==> src/rtl/coin_pkg.sv <==
// Shared coin encodings, denomination helpers and controller state for the
// coffee vending credit back end.
package coin_pkg;

   localparam logic [1:0] COIN_10  = 2'd0;
   localparam logic [1:0] COIN_50  = 2'd1;
   localparam logic [1:0] COIN_100 = 2'd2;
   localparam logic [1:0] COIN_500 = 2'd3;

   typedef enum logic [1:0] {
      IDLE,
      BREW,
      PAYOUT_REQ,
      PAYOUT_GAP
   } state_t;

   function automatic logic [15:0] coin_value(input logic [1:0] code);
      logic [15:0] value;
      case (code)
         COIN_10:  value = 16'd10;
         COIN_50:  value = 16'd50;
         COIN_100: value = 16'd100;
         default:  value = 16'd500;
      endcase
      return value;
   endfunction

   // Greedy change: the biggest coin that still fits in the remaining credit.
   function automatic logic [1:0] largest_coin(input logic [15:0] credit);
      logic [1:0] code;
      if (credit >= 16'd500)
         code = COIN_500;
      else if (credit >= 16'd100)
         code = COIN_100;
      else if (credit >= 16'd50)
         code = COIN_50;
      else
         code = COIN_10;
      return code;
   endfunction

endpackage

==> src/rtl/brew_timer.sv <==
// Brew down-counter: loaded at the price deduction edge, emits a registered
// one-cycle done pulse in the final cycle of the brew.
module brew_timer #(
   parameter int CNT_W = 10
) (
   input  logic             clk,
   input  logic             reset,
   input  logic             start,
   input  logic [CNT_W-1:0] load,
   output logic             done
);

   logic [CNT_W-1:0] count;

   // Loading N-1 makes done land in the Nth cycle after the start edge.
   always_ff @(posedge clk) begin
      if (reset) begin
         count <= '0;
         done  <= 1'b0;
      end else begin
         done <= 1'b0;
         if (start) begin
            count <= load;
         end else if (count != '0) begin
            count <= count - 1'b1;
            done  <= (count == CNT_W'(1));
         end
      end
   end

endmodule

==> src/rtl/coin_bank.sv <==
// Credit and coin-handling back end: accepts coins, deducts the coffee price,
// times the brew and pays change out through a req/ack dispenser handshake.
module coin_bank
   import coin_pkg::*;
#(
   parameter int COFFEE_VAL  = 300,
   parameter int BREW_CYCLES = 1000,
   parameter int CREDIT_MAX  = 9990
) (
   input  logic        clk,
   input  logic        reset,
   input  logic        coin_ins,
   input  logic [1:0]  coin_type,
   input  logic        coffee_make,
   input  logic        coin_return,
   input  logic        dispense_ack,
   output logic        coin,
   output logic        coin_reject,
   output logic [15:0] coin_val,
   output logic        coffee_out,
   output logic        dispense_req,
   output logic [1:0]  dispense_type
);

   localparam int          CNT_W = $clog2(BREW_CYCLES + 1);
   localparam logic [15:0] PRICE = 16'(COFFEE_VAL);
   localparam logic [16:0] LIMIT = 17'(CREDIT_MAX);

   state_t      state;
   logic        make_prev;
   logic        make_edge;
   logic        take_return;
   logic        take_make;
   logic [16:0] sum;
   logic        brew_done;

   always_comb begin
      make_edge   = coffee_make & ~make_prev;
      take_return = (state == IDLE) && coin_return && (coin_val != 16'd0);
      take_make   = (state == IDLE) && !take_return && make_edge && (coin_val >= PRICE);
      sum         = {1'b0, coin_val} + {1'b0, coin_value(coin_type)};
   end

   brew_timer #(
      .CNT_W (CNT_W)
   ) u_brew_timer (
      .clk   (clk),
      .reset (reset),
      .start (take_make),
      .load  (CNT_W'(BREW_CYCLES - 1)),
      .done  (brew_done)
   );

   assign coffee_out = brew_done;

   always_ff @(posedge clk) begin
      if (reset) begin
         state         <= IDLE;
         coin_val      <= 16'd0;
         coin          <= 1'b0;
         coin_reject   <= 1'b0;
         dispense_req  <= 1'b0;
         dispense_type <= COIN_10;
         make_prev     <= 1'b0;
      end else begin
         make_prev   <= coffee_make;
         coin        <= 1'b0;
         coin_reject <= 1'b0;

         // Coins are only taken in an idle cycle with no competing transition.
         if (coin_ins) begin
            if ((state == IDLE) && !take_return && !take_make && (sum <= LIMIT)) begin
               coin_val <= sum[15:0];
               coin     <= 1'b1;
            end else begin
               coin_reject <= 1'b1;
            end
         end

         case (state)
            IDLE: begin
               if (take_return) begin
                  state         <= PAYOUT_REQ;
                  dispense_req  <= 1'b1;
                  dispense_type <= largest_coin(coin_val);
               end else if (take_make) begin
                  coin_val <= coin_val - PRICE;
                  state    <= BREW;
               end
            end
            BREW: begin
               if (brew_done)
                  state <= IDLE;
            end
            PAYOUT_REQ: begin
               if (dispense_ack && dispense_req) begin
                  coin_val     <= coin_val - coin_value(dispense_type);
                  dispense_req <= 1'b0;
                  state        <= PAYOUT_GAP;
               end
            end
            PAYOUT_GAP: begin
               if (coin_val != 16'd0) begin
                  state         <= PAYOUT_REQ;
                  dispense_req  <= 1'b1;
                  dispense_type <= largest_coin(coin_val);
               end else begin
                  state <= IDLE;
               end
            end
            default: state <= IDLE;
         endcase
      end
   end

endmodule

==> config.mk <==
export PLATFORM = sky130hd
export DESIGN_NAME = coin_bank
export DESIGN_NICKNAME = d
export VERILOG_FILES = /design/src/rtl/coin_pkg.sv /design/src/rtl/brew_timer.sv /design/src/rtl/coin_bank.sv
export SDC_FILE = /design/constraint.sdc
export NUM_CORES = 1
export LEC_CHECK = 0
export CAP_MARGIN = 20
export CELL_PAD_IN_SITES_DETAIL_PLACEMENT = 0
export CELL_PAD_IN_SITES_GLOBAL_PLACEMENT = 1
export CORE_ASPECT_RATIO = 0.9
export CORE_MARGIN = 2
export CORE_UTILIZATION = 40
export DETAILED_ROUTE_END_ITERATION = 10
export GPL_ROUTABILITY_DRIVEN = 0
export PLACE_DENSITY_LB_ADDON = 0.2
export SYNTH_ARGS = -nofsm -noshare
export SYNTH_HDL_FRONTEND = slang
export SYNTH_HIERARCHICAL = 1
export SYNTH_SLANG_ARGS = --single-unit
export TNS_END_PERCENT = 50
==> constraint.sdc <==
create_clock -name clk -period 3.75 [get_ports clk]
set_clock_uncertainty 0.05 [all_clocks]
set_input_delay 0.375 -clock clk [delete_from_list [all_inputs] [get_ports clk]]
set_output_delay 0.375 -clock clk [all_outputs]
set_load 0.1 [all_outputs]
==> flow_summary_export.csv <==
group,metric,value,unit
outcome,status,"complete, no violations",
pwr,total_power,4200,uW
grt,grt_pass1_vias,3513,
grt,grt_util_all_layers,0.239,
yosys,synth_seq_cells,34,
timing,hold_viol_final,0,
yosys,synth_edf_count,0,
pwr,p_leak,0.00171,uW
worst_setup_path,cp-end-kind,"flip-flop",
place,io_buffers,28,
routing,detail-route-antenna-nets,0,
die,io_pins,30,
timing,finalSetupViolations,0,
worst_setup_path,critPathArrivalTime,3690,ps
place,dp_hpwl,8.19,mm
yosys,synthTopCellsByArea,"dfxtp_1 (20%), ha_1 (8.0%), o21ai_0 (5.6%)",
yosys,synth_cell_types,70,
die,core,0.00845,sq mm
clock_tree,clock-sinks,34,
clock_tree,htreeDepth,2,
worst_setup_path,worstPathMaxFanout,5,
layout,mostFrequentLayoutCell,"nor2_1",
flow_run,drv_cap,0,
routing,via_per_inst,5.64,
routing,wirelength,10.7,mm
clock_tree,cts-hold-fix-buffers,0,
worst_setup_path,criticalPathCategory,"in2reg",
clock_tree,post_cts_buffers,0,
timing,slew_viol_final,0,
clock_tree,cts_buffer_depth,2,
routing,drc,0,
pwr,max-vdd-ir-drop,440,uV
hold_path,min_path_type,"reg2reg",
clock_tree,cts-root-buf,"clkbuf_8",
timing,fin_crit,3570,ps
routing,first_pass_iters,5,
routing,post_drt_wl_per_cell,16.7,um
die,start_util,0.405,
die,die_width,102,um
clock_tree,cts_buffers,5,
layout,final_util,0.497,
place,dpl_worst_slack,-165,ps
grt,grt_pass1_wl,17.7,mm
yosys,syn_inst,466,
timing,fmax,280,MHz
die,placementRows,32,
yosys,synth_flop_cell,"dfxtp_1",
clock_tree,clkLatencyLatePin,290,ps
routing,vias,3620,
grt,overflow,0,
layout,final_nets,554,
yosys,synth.avg_cell_area,7.35,sq um
layout,syn2layout_area_growth,22.6,%
worst_setup_path,worst_ep_required_time,3860,ps
timing,fin_ws,177,ps
yosys,netlist.area_leader.share,0.199,
routing,drt_iter0_drc,256,
yosys,syn_area,0.00342,sq mm
timing,min_period_over_period,0.953,
grt,antenna_found_initial,0,
die,die_area,0.00932,sq mm
clock_tree,clkTransAtPathRegs,80,ps
grt,grt_max_degree,41,
layout,final_cell_mix,"nor2_1 (46), buf_4 (40), o21ai_0 (38)",
yosys,async_flop_share,0,
worst_setup_path,crit_path_start_kind,"input port",
clock_tree,cts-resized-gates,0,
pwr,power_density,1000,mW/mm^2
timing,worst_pin_slew,976,ps
yosys,synth_area_leader_cell,"dfxtp_1",
timing,worst_slew_margin_rel,0.347,
die,fp.dieH,91.8,um
clock_tree,cts_tree,"done",
layout,drive_gt1_frac,0.145,
yosys,ys_seq_area_frac,0.199,
layout,n_antenna_cell,0,
yosys,yosysWarnings,6,
[layout make-up]
type                            instances  area (sq um)
Timing Repair Buffer                   69           601
Clock buffer                            7          76.3
Multi-Input combinational cell        384          2550
Sequential cell                        34           682
Tap cell                              119           149
Clock inverter                          1          30.0
Fill cell                             864          4250
Inverter                               28           105
[layer usage]
layer | routed length (um) | part of all wire | up-vias | track usage
met4 | 135 | 0.013 | 0 | 0.0541
met2 | 4790 | 0.45 | 119 | 0.371
li1 | - | - | 1803 | -
met1 | 5240 | 0.49 | 1681 | 0.346
met3 | 566 | 0.053 | 17 | 0.0381
met5 | 0 | 0 | - | 0
[registers in the layout, summed over array words and instances, names as in the netlist]
| signal | count |
|---|---|
| coin | 1 |
| coin_reject | 1 |
| coin_val | 15 |
| dispense_req | 1 |
| dispense_type | 2 |
| make_prev | 1 |
| state | 2 |
| u_brew_timer/count | 10 |
| u_brew_timer/done | 1 |
[metrics by stage]
step / cell area (sq um) / setup TNS [ps] / hold WS, ps / std cells
6_report: 4200 / 0 / 468 / 642
5_1_grt: 4200 / -20.6 / 499 / 642
4_1_cts: 4180 / 0 / 467 / 642
3_5_place_dp: 4070 / -1020 / 452 / 634
3_3_place_gp: 4070 / -77.2 / 445 / 634
2_1_floorplan: 3460 / -4.96 / 453 / 475
[cell families after synthesis]
kind of cell / share of synthesized area
DFF: 0.199
xor gates and xnor gates: 0.0537
and+or+nand+nor: 0.258
muxes: 0.0205
other: 0.00219
AOI/OAI and AO/OA: 0.304
buffers and inverters: 0.0702
adders and majority gates: 0.0921
[worst paths after layout]
kind	slack [ps]	from	endpoint	depth (start not counted)
hold / removal	470	dispense_req	dispense_req	2
setup reg to reg	360	coin_val[1]	coin_val[4]	12
setup / recovery	180	coin_type[1]	coin_val[4]	14
hold reg to reg	470	dispense_req	dispense_req	2
[critical path: stages]
cell and delay, ps:
clkdlybuf4s50_1 500, inv_1 60, ha_1 210, fa_1 420
a211oi_2 280, o211ai_1 180, nand4_1 160, xnor2_1 110
a2111oi_4 430, o211ai_1 300, buf_4 240, nor3_1 200
a221o_1 150, a21oi_1 60
[Yosys cell counts (3+ instances only)]
cell type,count
or3_1,5
o31ai_1,5
a311oi_1,5
nor4_1,4
ha_1,22
or2_2,7
o211ai_1,5
a22oi_1,5
nand2b_1,5
nand2_1,36
o2bb2ai_1,3
o21a_1,4
a21o_1,6
and3_1,3
a21oi_1,36
nor2_1,46
dfxtp_1,34
nand3_1,6
a31oi_1,6
buf_2,3
nor2b_1,6
a32o_1,3
nor3_1,21
mux2i_1,7
a211oi_1,7
o22ai_1,7
clkbuf_1,22
xor2_1,9
and2_1,4
nand4_1,7
xnor2_1,12
o21ai_0,38
inv_1,28
[power by group]
group          switching [uW]  total, uW  internal [uW]
Combinational            1990       3170           1180
Sequential                191        685            494
Clock                     150        349            199
Total                    2330       4200           1870
Power figures use the tool's default switching activity.
